File: src/rtl/instr_loader.sv
// Program loader: receives a framed byte stream (16-bit word count, little-endian
// instruction words, 8-bit additive checksum), writes each assembled word into
// instruction memory and keeps the CPU held until a load completes cleanly.
module instr_loader #(
  parameter int addr_size = 8
) (
  input  logic        clk,
  input  logic        rst_n,
  input  logic        start,
  input  logic [7:0]  rx_data,
  input  logic        rx_valid,
  output logic        rx_ready,
  output logic        mem_we,
  output logic [31:0] mem_addr,
  output logic [31:0] mem_wdata,
  output logic        cpu_hold,
  output logic        busy,
  output logic        done,
  output logic        error
);

  typedef enum logic [2:0] {
    IDLE,
    HDR_LO,
    HDR_HI,
    DATA,
    CHK,
    DONE,
    ERR
  } state_t;

  // Largest legal word count: the whole memory.
  localparam logic [16:0] max_words = 17'(1) << addr_size;
  localparam logic [addr_size:0] word_one = (addr_size + 1)'(1);

  state_t               state;
  logic [7:0]           cnt_lo;
  logic [addr_size:0]   word_total;
  logic [addr_size:0]   word_cnt;
  logic [1:0]           byte_idx;
  logic [23:0]          word_buf;
  logic [7:0]           sum;

  logic                 accept;
  logic [15:0]          hdr_count;

  assign accept    = rx_valid & rx_ready;
  assign hdr_count = {rx_data, cnt_lo};

  // Session FSM; every output is a register updated alongside the state.
  always_ff @(posedge clk) begin
    if (!rst_n) begin
      state      <= IDLE;
      rx_ready   <= 1'b0;
      mem_we     <= 1'b0;
      mem_addr   <= '0;
      mem_wdata  <= '0;
      cpu_hold   <= 1'b1;
      busy       <= 1'b0;
      done       <= 1'b0;
      error      <= 1'b0;
      cnt_lo     <= '0;
      word_total <= '0;
      word_cnt   <= '0;
      byte_idx   <= '0;
      word_buf   <= '0;
      sum        <= '0;
    end else begin
      // The write strobe is a single-cycle pulse unless re-armed below.
      mem_we <= 1'b0;
      case (state)
        IDLE, DONE, ERR: begin
          if (start) begin
            state    <= HDR_LO;
            rx_ready <= 1'b1;
            busy     <= 1'b1;
            cpu_hold <= 1'b1;
            done     <= 1'b0;
            error    <= 1'b0;
            word_cnt <= '0;
            byte_idx <= '0;
            sum      <= '0;
          end
        end
        HDR_LO: begin
          if (accept) begin
            cnt_lo <= rx_data;
            state  <= HDR_HI;
          end
        end
        HDR_HI: begin
          if (accept) begin
            if (hdr_count == 16'd0 || {1'b0, hdr_count} > max_words) begin
              state    <= ERR;
              rx_ready <= 1'b0;
              busy     <= 1'b0;
              error    <= 1'b1;
              cpu_hold <= 1'b1;
            end else begin
              word_total <= (addr_size + 1)'(hdr_count);
              state      <= DATA;
            end
          end
        end
        DATA: begin
          if (accept) begin
            sum <= sum + rx_data;
            case (byte_idx)
              2'd0: word_buf[7:0]   <= rx_data;
              2'd1: word_buf[15:8]  <= rx_data;
              2'd2: word_buf[23:16] <= rx_data;
              default: begin
                // Word complete: issue the write next cycle, stream keeps flowing.
                mem_we    <= 1'b1;
                mem_wdata <= {rx_data, word_buf};
                mem_addr  <= 32'({word_cnt[addr_size-1:0], 2'b00});
                word_cnt  <= word_cnt + word_one;
                if ((word_cnt + word_one) == word_total) begin
                  state <= CHK;
                end
              end
            endcase
            byte_idx <= byte_idx + 2'd1;
          end
        end
        CHK: begin
          if (accept) begin
            rx_ready <= 1'b0;
            busy     <= 1'b0;
            if (rx_data == sum) begin
              state    <= DONE;
              done     <= 1'b1;
              cpu_hold <= 1'b0;
            end else begin
              state    <= ERR;
              error    <= 1'b1;
              cpu_hold <= 1'b1;
            end
          end
        end
        default: begin
          state    <= IDLE;
          rx_ready <= 1'b0;
          busy     <= 1'b0;
        end
      endcase
    end
  end

endmodule

File: config.mk
export PLATFORM = sky130hd
export DESIGN_NAME = instr_loader
export DESIGN_NICKNAME = d
export VERILOG_FILES = /design/src/rtl/instr_loader.sv
export SDC_FILE = /design/constraint.sdc
export NUM_CORES = 1
export LEC_CHECK = 0
export ABC_CLOCK_PERIOD_IN_PS = 2200
export BUFFER_PORTS_ARGS = -buffer_cell sky130_fd_sc_hd__buf_4
export CAP_MARGIN = 40
export CELL_PAD_IN_SITES_DETAIL_PLACEMENT = 1
export CELL_PAD_IN_SITES_GLOBAL_PLACEMENT = 1
export CORE_MARGIN = 2
export CORE_UTILIZATION = 42
export DETAILED_ROUTE_END_ITERATION = 16
export GPL_TIMING_DRIVEN = 0
export PLACE_DENSITY_LB_ADDON = 0.1
export SETUP_SLACK_MARGIN = 0.05
export SKIP_LAST_GASP = 1
export SLEW_MARGIN = 20
export SYNTH_ARGS = -nofsm -noshare
export SYNTH_HDL_FRONTEND = slang
export SYNTH_SLANG_ARGS = --single-unit
File: constraint.sdc
create_clock -name clk -period 2.2 [get_ports clk]
set_input_delay 0.11 -clock clk [delete_from_list [all_inputs] [get_ports clk]]
set_output_delay 0.11 -clock clk [all_outputs]
set_load 0.01 [all_outputs]
## After elaboration in Yosys (flattened, before gate mapping)

Index checks and enable logic that the tools add are counted.

- Bitwise operators: 4
- Div/mod/pow operators: 0
- Magnitude comparators: 1
- Reduce and logical (&&, ||, !) cells: 24
- Multiplexer cells: 38
- Shifts and indexed selects: 0
- Add/subtract/negate cells: 3
- Equal/unequal tests: 20
- Multipliers: 0

Operator list:

| cell | count |
|---|---|
| 2-to-1 mux 9 bit | 3 |
| 2-to-1 mux 3 bit | 8 |
| AND reduction 3 bit | 7 |
| inequality test 2 bit (second input constant) | 10 |
| one-hot mux 9 bit (2 select lines) | 1 |
| greater-than comparator 16 x 9 -> 1 bit (second input constant) | 1 |
| logical NOT 16 bit | 1 |
| 2-to-1 mux 8 bit | 2 |
| one-hot mux 8 bit (2 select lines) | 1 |
| one-hot mux 3 bit (5 select lines) | 1 |
| 2-to-1 mux 1 bit | 14 |
| AND reduction 5 bit | 2 |
| adder 9 x 1 -> 9 bit (second input constant) | 1 |
| == test 3 bit (second input constant) | 3 |
| == test 9 bit | 1 |
| adder 8 bit | 1 |
| == test 8 bit | 1 |
| AND reduction 4 bit | 2 |
| AND reduction 7 bit | 1 |
| == test 3 x 2 -> 1 bit (second input constant) | 2 |
| 2-to-1 mux 2 bit | 3 |
| one-hot mux 1 bit (3 select lines) | 2 |
| AND reduction 6 bit | 1 |
| OR reduction 3 bit | 2 |
| other kinds (16) | 19 |

- Latch bits: 0
- Logic and storage cells: 106
- Register bits after elaboration: 108
- Input port bits: 12
- Output and inout bits: 70
- Memory bits (read-only): 0
- Memory bits (writable): 0
- Memories kept: 0

## Logic depth before layout (Yosys ltp)

Gate-level depths: netlist of run 1.

- Depth in word-level cells: 6
- Mapped depth: 8
- Gate-level depth less buffers: 7

## Worst setup path after synthesis of run 1

Ideal clock, no wire load.

- Kind: reg-to-reg
- From: reg word_cnt[0]
- To: reg state[2]
- Data required time: 2078 ps
- Cell stages (with the launch flop): 7
- Slack: 233 ps
- Arrival: 1845 ps
- Library setup time: 122 ps
- Period minus slack after synthesis: 1967 ps
- Buffers on the path: 0
- Cells stage by stage: dfxtp_1 ha_1 nand3_1 or3_1 xnor2_1 and4b_1 a311o_1

- Word-level cells in the longest chain between the ends: 4

Ends and longest elaborated chain:

| what | RTL line | text |
|---|---|---|
| from (decl) | 39 | `logic [addr_size:0] word_cnt;` |
| from (signal assigned) | 117 | `word_cnt <= word_cnt + word_one;` |
| adder 9 x 1 -> 9 bit | 118 | `if ((word_cnt + word_one) == word_total) begin` |
| == test 9 bit | 118 |  |
| inequality test 2 bit (no source line) | -- |  |
| AND reduction 7 bit (no source line) | -- |  |
| to (signal assigned) | 119 | `state <= CHK;` |
| to (signal assigned) | 131 | `state <= DONE;` |
| to (signal assigned) | 135 | `state <= ERR;` |
| to (decl) | 36 | `state_t state;` |

No other way between the ends.
A chain may end at the register's enable or synchronous reset.

## Final worst setup path of run 1

- From: reg state[1]
- To: reg state[2]

- Word-level cells in the longest chain between the ends: 4
- Elaborated cells between the ends (all ways): 17
- Classes of those cells: 13 x eq/ne; 1 x mux; 3 x reduce/logical

Ends and longest elaborated chain:

| what | RTL line | text |
|---|---|---|
| from (signal assigned) | 53 | `state <= IDLE;` |
| from (signal assigned) | 74 | `state <= HDR_LO;` |
| from (signal assigned) | 88 | `state <= HDR_HI;` |
| == test 3 bit / logical NOT 3 bit (equally long branches) | 71 | `case (state)` |
| OR reduction 3 bit | 71 |  |
| inequality test 2 bit (no source line) | -- |  |
| AND reduction 7 bit (no source line) | -- |  |

Several ways; a longest one is shown, not always the timed one.

==> impl_metrics.toml, run 1 <==
[power_and_ir_drop]
p_clk_share_pct = 33.6
power_density_nw_per_um2 = 744
p_comb_share_pct = 21.6
internal_power_w = 0.00318
p_sw_share_pct = 30.2
p_leak_nw = 2.55
switchingPower_w = 0.00137
peakVddDrop_mv = 0.508
pwr-share-seq_pct = 44.8

[synth]
ys_ff_latch = 108
yosysWarnings = 0
async_flop_share_pct = 0
ys_dominant_reg_cell = "dfxtp_1"
synth_enable_flop_cells = 0
syn_area_per_cell_um2 = 8.45
ys_types = 63
syn_area_um2 = 5090
synth_cells = 602
seq_area_frac_synth_pct = 42.5

[cts]
ctsRootBufferMaster = "clkbuf_16"
insertion_delay_ns = 0.35
clockBufferDepth = 2
hold_buffers = 0
cts-htree-levels = 3
clkSinkCount = 108
clkSlewWorstSetupHoldPaths_ns = 0.07
cts_tree = "built"
cts_buffers = 9

[placed_design]
placed_cells = 828
port_buffers = 56
gp_congestion = 0.881
dp_hpwl_mm = 10.5

[worst_setup_path]
critPathKind = "register to register"
worst_setup_path_start_kind = "register"
cp.required_ns = 2.44
end_kind = "register"
cp.arrival_ns = 2.41
path_max_fanout = 10

[finish]
antennaDiodeCount = 0
final_cells = 843
synthToLayoutAreaGrowth_pct = 20.2
n_fill_cell = 1448
drive_gt1_share_pct = 18.8
nets = 717

[drt]
drt_wl_total_mm = 14.5
wire_per_inst_um = 17.2
vias = 4504
viasPerCell = 5.34
ant_nets = 0
firstDrtPassIters = 4
drtIter0Drc = 176
route.detailed.drc = 0

[sta]
final-setup-viol-count = 0
relSlewSlack_pct = 57.7
worst_slew_pin_slew_ns = 0.635
hold_viol = 0
skew_ns = 0.0108
slew_violations = 0
rsz0062_at_grt = "true"
fmax_mhz = 460
finalCriticalPeriod_ns = 2.17
fin_crit_sh_pct = 98.8
tns_ns = 0

[floorplanning]
floorplan.initialDensity_pct = 42.7
ioPinCount = 82
coreArea_um2 = 11900
die_y_um = 114
dieWidth_um = 114
num_rows = 40
die_area_um2 = 13000

[status]
outcome = "complete, no violations"

[min_path]
min_path_type = "input pin to register"

[global_route]
grt_max_degree = 17
grt_pass1_wl_mm = 23.3
grt_pass1_vias = 4587
overflow = 0
antenna_found_initial = 0
grt_use_total_pct = 22.9

[run]
cap_viol_max_count = 0
## power by group through the flow
stage | Clock (W) | Combinational [W] | Sequential [W]
2_1_floorplan | 0 | 0.000662 | 0.00208
3_3_place_gp | 0 | 0.000922 | 0.00208
4_1_cts | 0.00156 | 0.000950 | 0.00204
6_report | 0.00153 | 0.000985 | 0.00204
3_5_place_dp | 0 | 0.000941 | 0.00208
5_1_grt | 0.00162 | 0.00108 | 0.00204
## flip-flops by register name, indices dropped and copies added, names as in the netlist, 2 cells and up
signal	flops
mem_addr	8
word_cnt	9
word_total	9
state	3
sum	8
cnt_lo	8
byte_idx	2
mem_wdata	32
word_buf	24
## worst max-delay path, stage by stage (launching register included)
cell and delay, ns:
dfxtp_1 0.36, buf_2 0.23, and3b_1 0.24, o311ai_0 0.54
o41a_1 0.31, a211oi_1 0.07, a311o_1 0.32
## area by class of cell
type                            instances  area (um^2)  area share (%)
Clock inverter                          3         21.3           0.348
Inverter                                8         30.0           0.491
Timing Repair Buffer                   58          435            7.12
Tap cell                              147          184            3.01
Multi-Input combinational cell        446         2690            43.9
Buffer                                 61          348            5.69
Sequential cell                       108         2160            35.4
Clock buffer                           12          246            4.03
## kinds of logic (layout without fill, tap and decap cells)
family	Yosys count	count (layout)	synth area share [%]
AOI/OAI and AO/OA	115	115	14.5
xor gates and xnor gates	17	17	2.93
adders and majority gates	13	13	3.34
buffers and inverters	71	142	7.30
DFF	108	108	42.5
muxes	42	42	8.26
other	1	24	0.0737
and+or+nand+nor	235	235	21.1
## cells in the final DEF, fill, tap and decap left out, types with 3 or more instances in the layout
master     netlist  final
dfxtp_1        108    106
nand2_1        100     99
buf_4           26     85
nor2_1          67     67
a21oi_1         53     53
mux2i_1         42     42
clkbuf_1        30     24
conb_1           1     24
nand3_1         13     12
xnor2_1         12     12
o21ai_0         12     12
ha_1            12     11
nor3_1          11     10
clkbuf_16        0      9
clkbuf_2         0      7
a22oi_1          7      7
inv_1            6      6
nor4_1           6      5
and2_1           5      5
a31oi_1          5      5
xor2_1           5      5
buf_2            6      4
and3_1           4      4
o31a_1           4      4
and3b_1          3      3
nor2b_1          3      3
o211ai_1         3      3
nand3b_1         3      3
a21o_1           3      3
nand2b_1         3      3
a211oi_1         3      3
o21bai_1         3      3
o31ai_1          3      3
## cell usage after synthesis (all sizes together) (2+ instances only)
library cell,count,area share (%)
dfxtp,108,42
nand2,100,7.4
nor2,67,4.9
a21oi,53,5.2
mux2i,42,8.3
buf,33,4.5
clkbuf,30,2.2
nand3,13,1.3
o21ai,13,1.3
ha,12,2.9
nor3,12,1.3
xnor2,12,2.1
a22oi,7,1.0
inv,7,0.52
nor4,7,0.98
a31oi,5,0.61
and2,5,0.61
xor2,5,0.86
and3,4,0.49
o31a,4,0.69
o31ai,4,0.86
a211oi,3,0.44
a21o,3,0.44
a32oi,3,0.52
and3b,3,0.52
nand2b,3,0.37
nand3b,3,0.44
nor2b,3,0.37
o211ai,3,0.44
o21bai,3,0.44
or4,3,0.59
and4b,2,0.39
nor3b,2,0.29
o21a,2,0.44
o22ai,2,0.25
or2,2,0.25
or3,2,0.25
## timing repair
action                     in CTS  in global routing
setup buffers                   0                  2
setup endpoints to repair      42                 70
gates resized for setup         6                 19
## metal layers
metal	GRT usage [%]	vias up	share of wire, %
li1	-	2206	-
met1	28.9	2204	45
met2	40.1	80	50
met3	4.34	14	4.3
met4	6.26	0	1.2
met5	0	-	0
## stage by stage
stage | hold slack, ns | cell area, um^2 | setup WS [ns] | total power (W) | util [%]
after global placement | 0.433 | 5780 | -0.0533 | 0.00300 | 48.5
after global routing | 0.0694 | 6120 | -0.0373 | 0.00474 | 51.3
after CTS | 0.0630 | 6070 | 0.0534 | 0.00454 | 50.9
after floorplan | 0.246 | 5180 | 0.233 | 0.00274 | -
final | 0.0740 | 6120 | 0.0272 | 0.00455 | 51.3
after detailed placement | 0.438 | 5780 | -0.0954 | 0.00302 | 48.5
## worst paths after layout
path,from,endpoint,slack (ns),cells after the start
setup / recovery,state[1]$_SDFFE_PN0P_,state[2]$_SDFFE_PN0P_,0.03,6
hold / removal,rx_data[6],mem_wdata[30]$_SDFFE_PN0P_,0.07,3
setup reg to reg,state[1]$_SDFFE_PN0P_,state[2]$_SDFFE_PN0P_,0.03,6
hold reg to reg,mem_addr[6]$_SDFFE_PN0P_,mem_addr[6]$_SDFFE_PN0P_,0.45,2
Power figures use the tool's default switching activity.
==> inputs of run 2 (changes only) <==
--- a/config.mk
+++ b/config.mk
@@ -11,7 +11,7 @@
 export CELL_PAD_IN_SITES_DETAIL_PLACEMENT = 1
 export CELL_PAD_IN_SITES_GLOBAL_PLACEMENT = 1
 export CORE_MARGIN = 2
-export CORE_UTILIZATION = 42
+export CORE_UTILIZATION = 30
 export DETAILED_ROUTE_END_ITERATION = 16
 export GPL_TIMING_DRIVEN = 0
 export PLACE_DENSITY_LB_ADDON = 0.1
==> impl_metrics.toml, run 2 (synthesized netlist as in run 1, its figures left out) <==
[min_path]
min_path_type = "input pin to register"

[worst_setup_path]
crit_path_max_incr_delay_ns = 0.41
worst_setup_path_start_kind = "register"
cp.required_ns = 2.46
end_kind = "register"
crit_buf_inv = 0
slowest_stage = "nor3_1"
cp.arrival_ns = 2.35
critPathTopFamily = "compound AO/OA/AOI/OAI gates"
path_max_fanout = 5
critical_path.cell_chain = "ha_1, nor3_1, nand3_1, a32oi_1, a21oi_1, a211oi_1"
critPathKind = "register to register"

[finish]
final_cell_mix = "dfxtp_1, nand2_1, buf_4, nor2_1, a21oi_1"
register_area_um2 = 2160
largest-register = "mem_wdata"
top_regs = "mem_wdata: 32 flops, word_buf: 24 flops"
nets = 715
synthToLayoutAreaGrowth_pct = 22.9
n_fill_cell = 1996
antennaDiodeCount = 0
largest_register_ff_count = 32
layout_commonest_cell = "dfxtp_1"
multiInputGateArea_um2 = 2680
fin_util_pct = 37.7
drive_gt1_share_pct = 19.6
final_cell_area_um2 = 6260

[status]
outcome = "complete, no violations"

[run]
cap_viol_max_count = 0

[floorplanning]
floorplan.initialDensity_pct = 30.7
dieWidth_um = 134
num_rows = 47
coreArea_um2 = 16600
ioPinCount = 82
die_area_um2 = 18000
die_y_um = 134

[drt]
route.detailed.drc = 0
viasPerCell = 4.85
vias = 4439
wire_per_inst_um = 16.5
drt_wl_total_mm = 15.1
drtIter0Drc = 227
firstDrtPassIters = 4
ant_nets = 0

[sta]
fin_crit_sh_pct = 95.0
hold_viol = 0
rsz0062_at_grt = "false"
relSlewSlack_pct = 52.8
final-setup-viol-count = 0
worst_slew_pin_slew_ns = 0.707
slew_violations = 0
finalCriticalPeriod_ns = 2.09
skew_ns = 0.00755
fmax_mhz = 478

[global_route]
antenna_found_initial = 0
grt_pass1_vias = 4514
grt_pass1_wl_mm = 23.9
overflow = 0
grt_use_total_pct = 16.9
grt_max_degree = 19

[cts]
insertion_delay_ns = 0.36
clkSinkCount = 108
cts_buffers = 9
ctsRootBufferMaster = "clkbuf_16"
clockBufferDepth = 2
cts_tree = "built"
cts-htree-levels = 3
hold_buffers = 0
clkSlewWorstSetupHoldPaths_ns = 0.08

[placed_design]
postPlaceCellArea_um2 = 5870
dp_hpwl_mm = 11.2
port_buffers = 56
gp_congestion = 0.791

[power_and_ir_drop]
p_total_w = 0.00481
power_density_nw_per_um2 = 770
peakVddDrop_mv = 0.413
p_leak_nw = 2.58
[run 2: cell count changes in the layout (fill, tap and decap cells not counted), sizes merged]
cell,delta
clkbuf,-5
clkinvlp,-1
inv,+1
clkinv,+2
bufinv,+2
[run 2: per-layer routing]
metal  part of all wire (%)  GRT usage, %  vias up
met5                      0             0        -
met4                   0.86          3.80        0
met3                    4.4          4.35       12
met2                     48          28.6       76
met1                     47          21.7     2155
li1                       -             -     2196
[run 2: final timing paths]
check	start	slack [ns]	cells past startpoint	endpoint
setup / recovery	sum[2]$_SDFFE_PN0P_	0.11	6	state[0]$_SDFFE_PN0P_
hold / removal	rx_data[6]	0.07	3	mem_wdata[30]$_SDFFE_PN0P_
setup reg to reg	sum[2]$_SDFFE_PN0P_	0.11	6	state[0]$_SDFFE_PN0P_
hold reg to reg	done$_SDFFE_PN0P_	0.46	2	done$_SDFFE_PN0P_
[run 2: cell type report]
| cell class | count | share of cell area (%) |
|---|---|---|
| plain buffers | 59 | 5.50 |
| clock buffers | 9 | 3.60 |
| clock inverters | 7 | 1.58 |
| inverters | 8 | 0.480 |
| multi-input cells | 446 | 42.9 |
| flip-flops and latches | 108 | 34.6 |
| well taps | 220 | 4.40 |
| repair buffers | 58 | 6.96 |
[run 2: power by group]
group / internal [W] / switching (W) / leakage, nW
logic: 0.000375 / 0.000603 / 1.54
clock network: 0.00101 / 0.000771 / 0.162
registers: 0.00200 / 0.0000576 / 0.871
[run 2: timing repair]
item                       CTS  global route
setup buffers                0             2
resized for setup           10            18
pin swaps                    0             0
hold endpoints to repair     0             0
setup endpoints to repair   50            77
[run 2: per-stage QoR]
step	setup TNS, ns	hold WS (ns)	setup WS (ns)	instances
2_1_floorplan	0	0.246	0.233	625
3_3_place_gp	-2.36	0.434	-0.122	901
3_5_place_dp	-7.14	0.448	-0.273	901
4_1_cts	0	0.0623	0.0406	917
5_1_grt	0	0.0640	0.0422	915
6_report	0	0.0670	0.110	915
[run 2: worst register-to-register path: stages (launching register included)]
cell,delay (ns)
dfxtp_1,0.32
ha_1,0.34
nor3_1,0.41
nand3_1,0.23
a32oi_1,0.33
a21oi_1,0.13
a211oi_1,0.24
==> inputs of run 3 (changes only) <==
--- a/config.mk
+++ b/config.mk
@@ -11,10 +11,10 @@
 export CELL_PAD_IN_SITES_DETAIL_PLACEMENT = 1
 export CELL_PAD_IN_SITES_GLOBAL_PLACEMENT = 1
 export CORE_MARGIN = 2
-export CORE_UTILIZATION = 30
+export CORE_UTILIZATION = 25
 export DETAILED_ROUTE_END_ITERATION = 16
 export GPL_TIMING_DRIVEN = 0
-export PLACE_DENSITY_LB_ADDON = 0.1
+export PLACE_DENSITY = 0.54
 export SETUP_SLACK_MARGIN = 0.05
 export SKIP_LAST_GASP = 1
 export SLEW_MARGIN = 20
==> impl_metrics.toml, run 3 (synthesized netlist as in run 1, its figures left out) <==
[drt]
routed-wl-met2_mm = 7.62
routed.top_layer = "met4"
wl_met1_mm = 7.25
drtIter0Drc = 137
vias = 4475
route.detailed.drc = 0
drt_wl_total_mm = 15.5
wl_met3_um = 409
viasPerCell = 4.64
wire_per_inst_um = 16.0
firstDrtPassIters = 4
ant_nets = 0

[cts]
clockBufferDepth = 2
clkSinkCount = 108
cts_tree = "built"
hold_buffers = 0
clkSlewWorstSetupHoldPaths_ns = 0.08
cts_buffers = 9
insertion_delay_ns = 0.36
ctsRootBufferMaster = "clkbuf_16"
cts-htree-levels = 3

[worst_setup_path]
cp.required_ns = 2.44
r2r-end = "state[2]$_SDFFE_PN0P_"
slowest_stage = "or3_1"
path_max_fanout = 7
worst_setup_path_start_kind = "register"
critPathKind = "register to register"
rrSetupSlack_ns = 0.13
crit_path_max_incr_delay_ns = 0.45
rr_worst_depth = 6
end_kind = "register"
r2r_start = "word_cnt[0]$_SDFFE_PN0P_"
critical_path.cell_chain = "ha_2, nand3_2, or3_1, xnor2_1, and4b_1, a311o_1"
cp.arrival_ns = 2.31

[finish]
fin_util_pct = 31.2
synthToLayoutAreaGrowth_pct = 23.3
antennaDiodeCount = 0
nets = 715
multiInputGateArea_um2 = 2670
largest-register = "mem_wdata"
final_cell_mix = "dfxtp_1, nand2_1, buf_4, nor2_1, a21oi_1"
top_regs = "mem_wdata: 32 flops, word_buf: 24 flops"
largest_register_ff_count = 32
drive_gt1_share_pct = 19.1
n_fill_cell = 2363
layout_commonest_cell = "dfxtp_1"
register_area_um2 = 2170

[floorplanning]
die_y_um = 147
coreArea_um2 = 20100
die_area_um2 = 21500
floorplan.initialDensity_pct = 25.3
ioPinCount = 82
num_rows = 52
dieWidth_um = 147

[power_and_ir_drop]
peakVddDrop_mv = 0.373
power_density_nw_per_um2 = 743
p_leak_nw = 2.56
p_total_w = 0.00466

[sta]
slew_violations = 0
skew_ns = 0.00718
worst_slew_pin_slew_ns = 0.622
fmax_mhz = 483
finalCriticalPeriod_ns = 2.07
hold_viol = 0
rsz0062_at_grt = "true"
fin_crit_sh_pct = 94.1
relSlewSlack_pct = 58.5
final-setup-viol-count = 0

[placed_design]
gp_congestion = 0.783
dp_hpwl_mm = 11.4
port_buffers = 56

[global_route]
antenna_found_initial = 0
grt_pass1_vias = 4665
grt_pass1_wl_mm = 25.0
overflow = 0
grt_max_degree = 21
grt_use_total_pct = 14.6

[min_path]
hp-start = "rx_data[6]"
min_path_type = "input pin to register"
hold_end = "mem_wdata[30]$_SDFFE_PN0P_"
worstHoldPathCells = 3

[status]
outcome = "complete, no violations"

[run]
cap_viol_max_count = 0
[run 3: cell types whose count changed in the layout (fill, tap and decap cells not counted), moves of 2 or more]
cell,change
clkbuf_4,-2
bufinv_16,-2
nor2_2,-2
nor2_1,+2
[run 3: worst max-delay path by stage]
| stage | slack [ns] | startpoint | end | cells after the start |
|---|---|---|---|---|
| 6_report | 0.13 | word_cnt[0]$_SDFFE_PN0P_ | state[2]$_SDFFE_PN0P_ | 6 |
| 5_1_grt | -0.004 | word_cnt[5]$_SDFFE_PN0P_ | state[2]$_SDFFE_PN0P_ | 6 |
| 4_1_cts | 0.03 | state[2]$_SDFFE_PN0P_ | mem_wdata[7]$_SDFFE_PN0P_ | 7 |
| 3_5_place_dp | -0.24 | state[2]$_SDFFE_PN0P_ | mem_wdata[7]$_SDFFE_PN0P_ | 7 |
| 3_3_place_gp | -0.14 | state[2]$_SDFFE_PN0P_ | mem_wdata[4]$_SDFFE_PN0P_ | 7 |
| 2_1_floorplan | 0.23 | word_cnt[0]$_SDFFE_PN0P_ | state[2]$_SDFFE_PN0P_ | 6 |
[run 3: layout make-up]
| class | instances | area share (%) |
|---|---|---|
| buffer | 60 | 5.50 |
| clock buffer | 9 | 3.59 |
| clock inverter | 7 | 1.10 |
| inverter | 8 | 0.479 |
| multi-input combinational | 446 | 42.6 |
| sequential | 108 | 34.5 |
| tap | 270 | 5.38 |
| timing repair buffer | 57 | 6.82 |
[run 3: worst max-delay path, delay by kind of cell, from the launching register on]
| kind | cells | cell delay (ns) |
|---|---|---|
| AOI/OAI and AO/OA | 1 | 0.32 |
| adders and majority gates | 1 | 0.24 |
| DFF | 1 | 0.41 |
| and+or+nand+nor | 3 | 0.84 |
| xor gates and xnor gates | 1 | 0.16 |
[run 3: repair_timing]
item	CTS	global route
hold endpoints to repair	0	0
gates resized for setup	11	13
pin swaps	0	1
setup endpoints to repair	63	55
setup buffers	1	0
cloned	0	0
[run 3: metrics by stage]
step | instances | hold WS [ns] | worst slack, ns | area [um^2] | TNS, ns
after floorplan | 625 | 0.246 | 0.233 | 5180 | 0
after global placement | 951 | 0.436 | -0.141 | 5930 | -3.44
after detailed placement | 951 | 0.440 | -0.237 | 5930 | -5.40
after CTS | 968 | 0.0781 | 0.0324 | 6260 | 0
after global routing | 965 | 0.0968 | -0.00385 | 6270 | -0.00385
final | 965 | 0.0810 | 0.130 | 6270 | 0
[run 3: per-layer routing]
layer  track usage, %  up-vias
li1                 -     2207
met1             18.6     2193
met2             25.7       60
met3             2.16       15
met4             4.17        0
met5                0        -
[run 3: power by group]
part / internal [W] / total (W) / switching (W)
Sequential: 0.00200 / 0.00206 / 0.0000551
Clock: 0.000800 / 0.00162 / 0.000824
Combinational: 0.000374 / 0.000984 / 0.000610
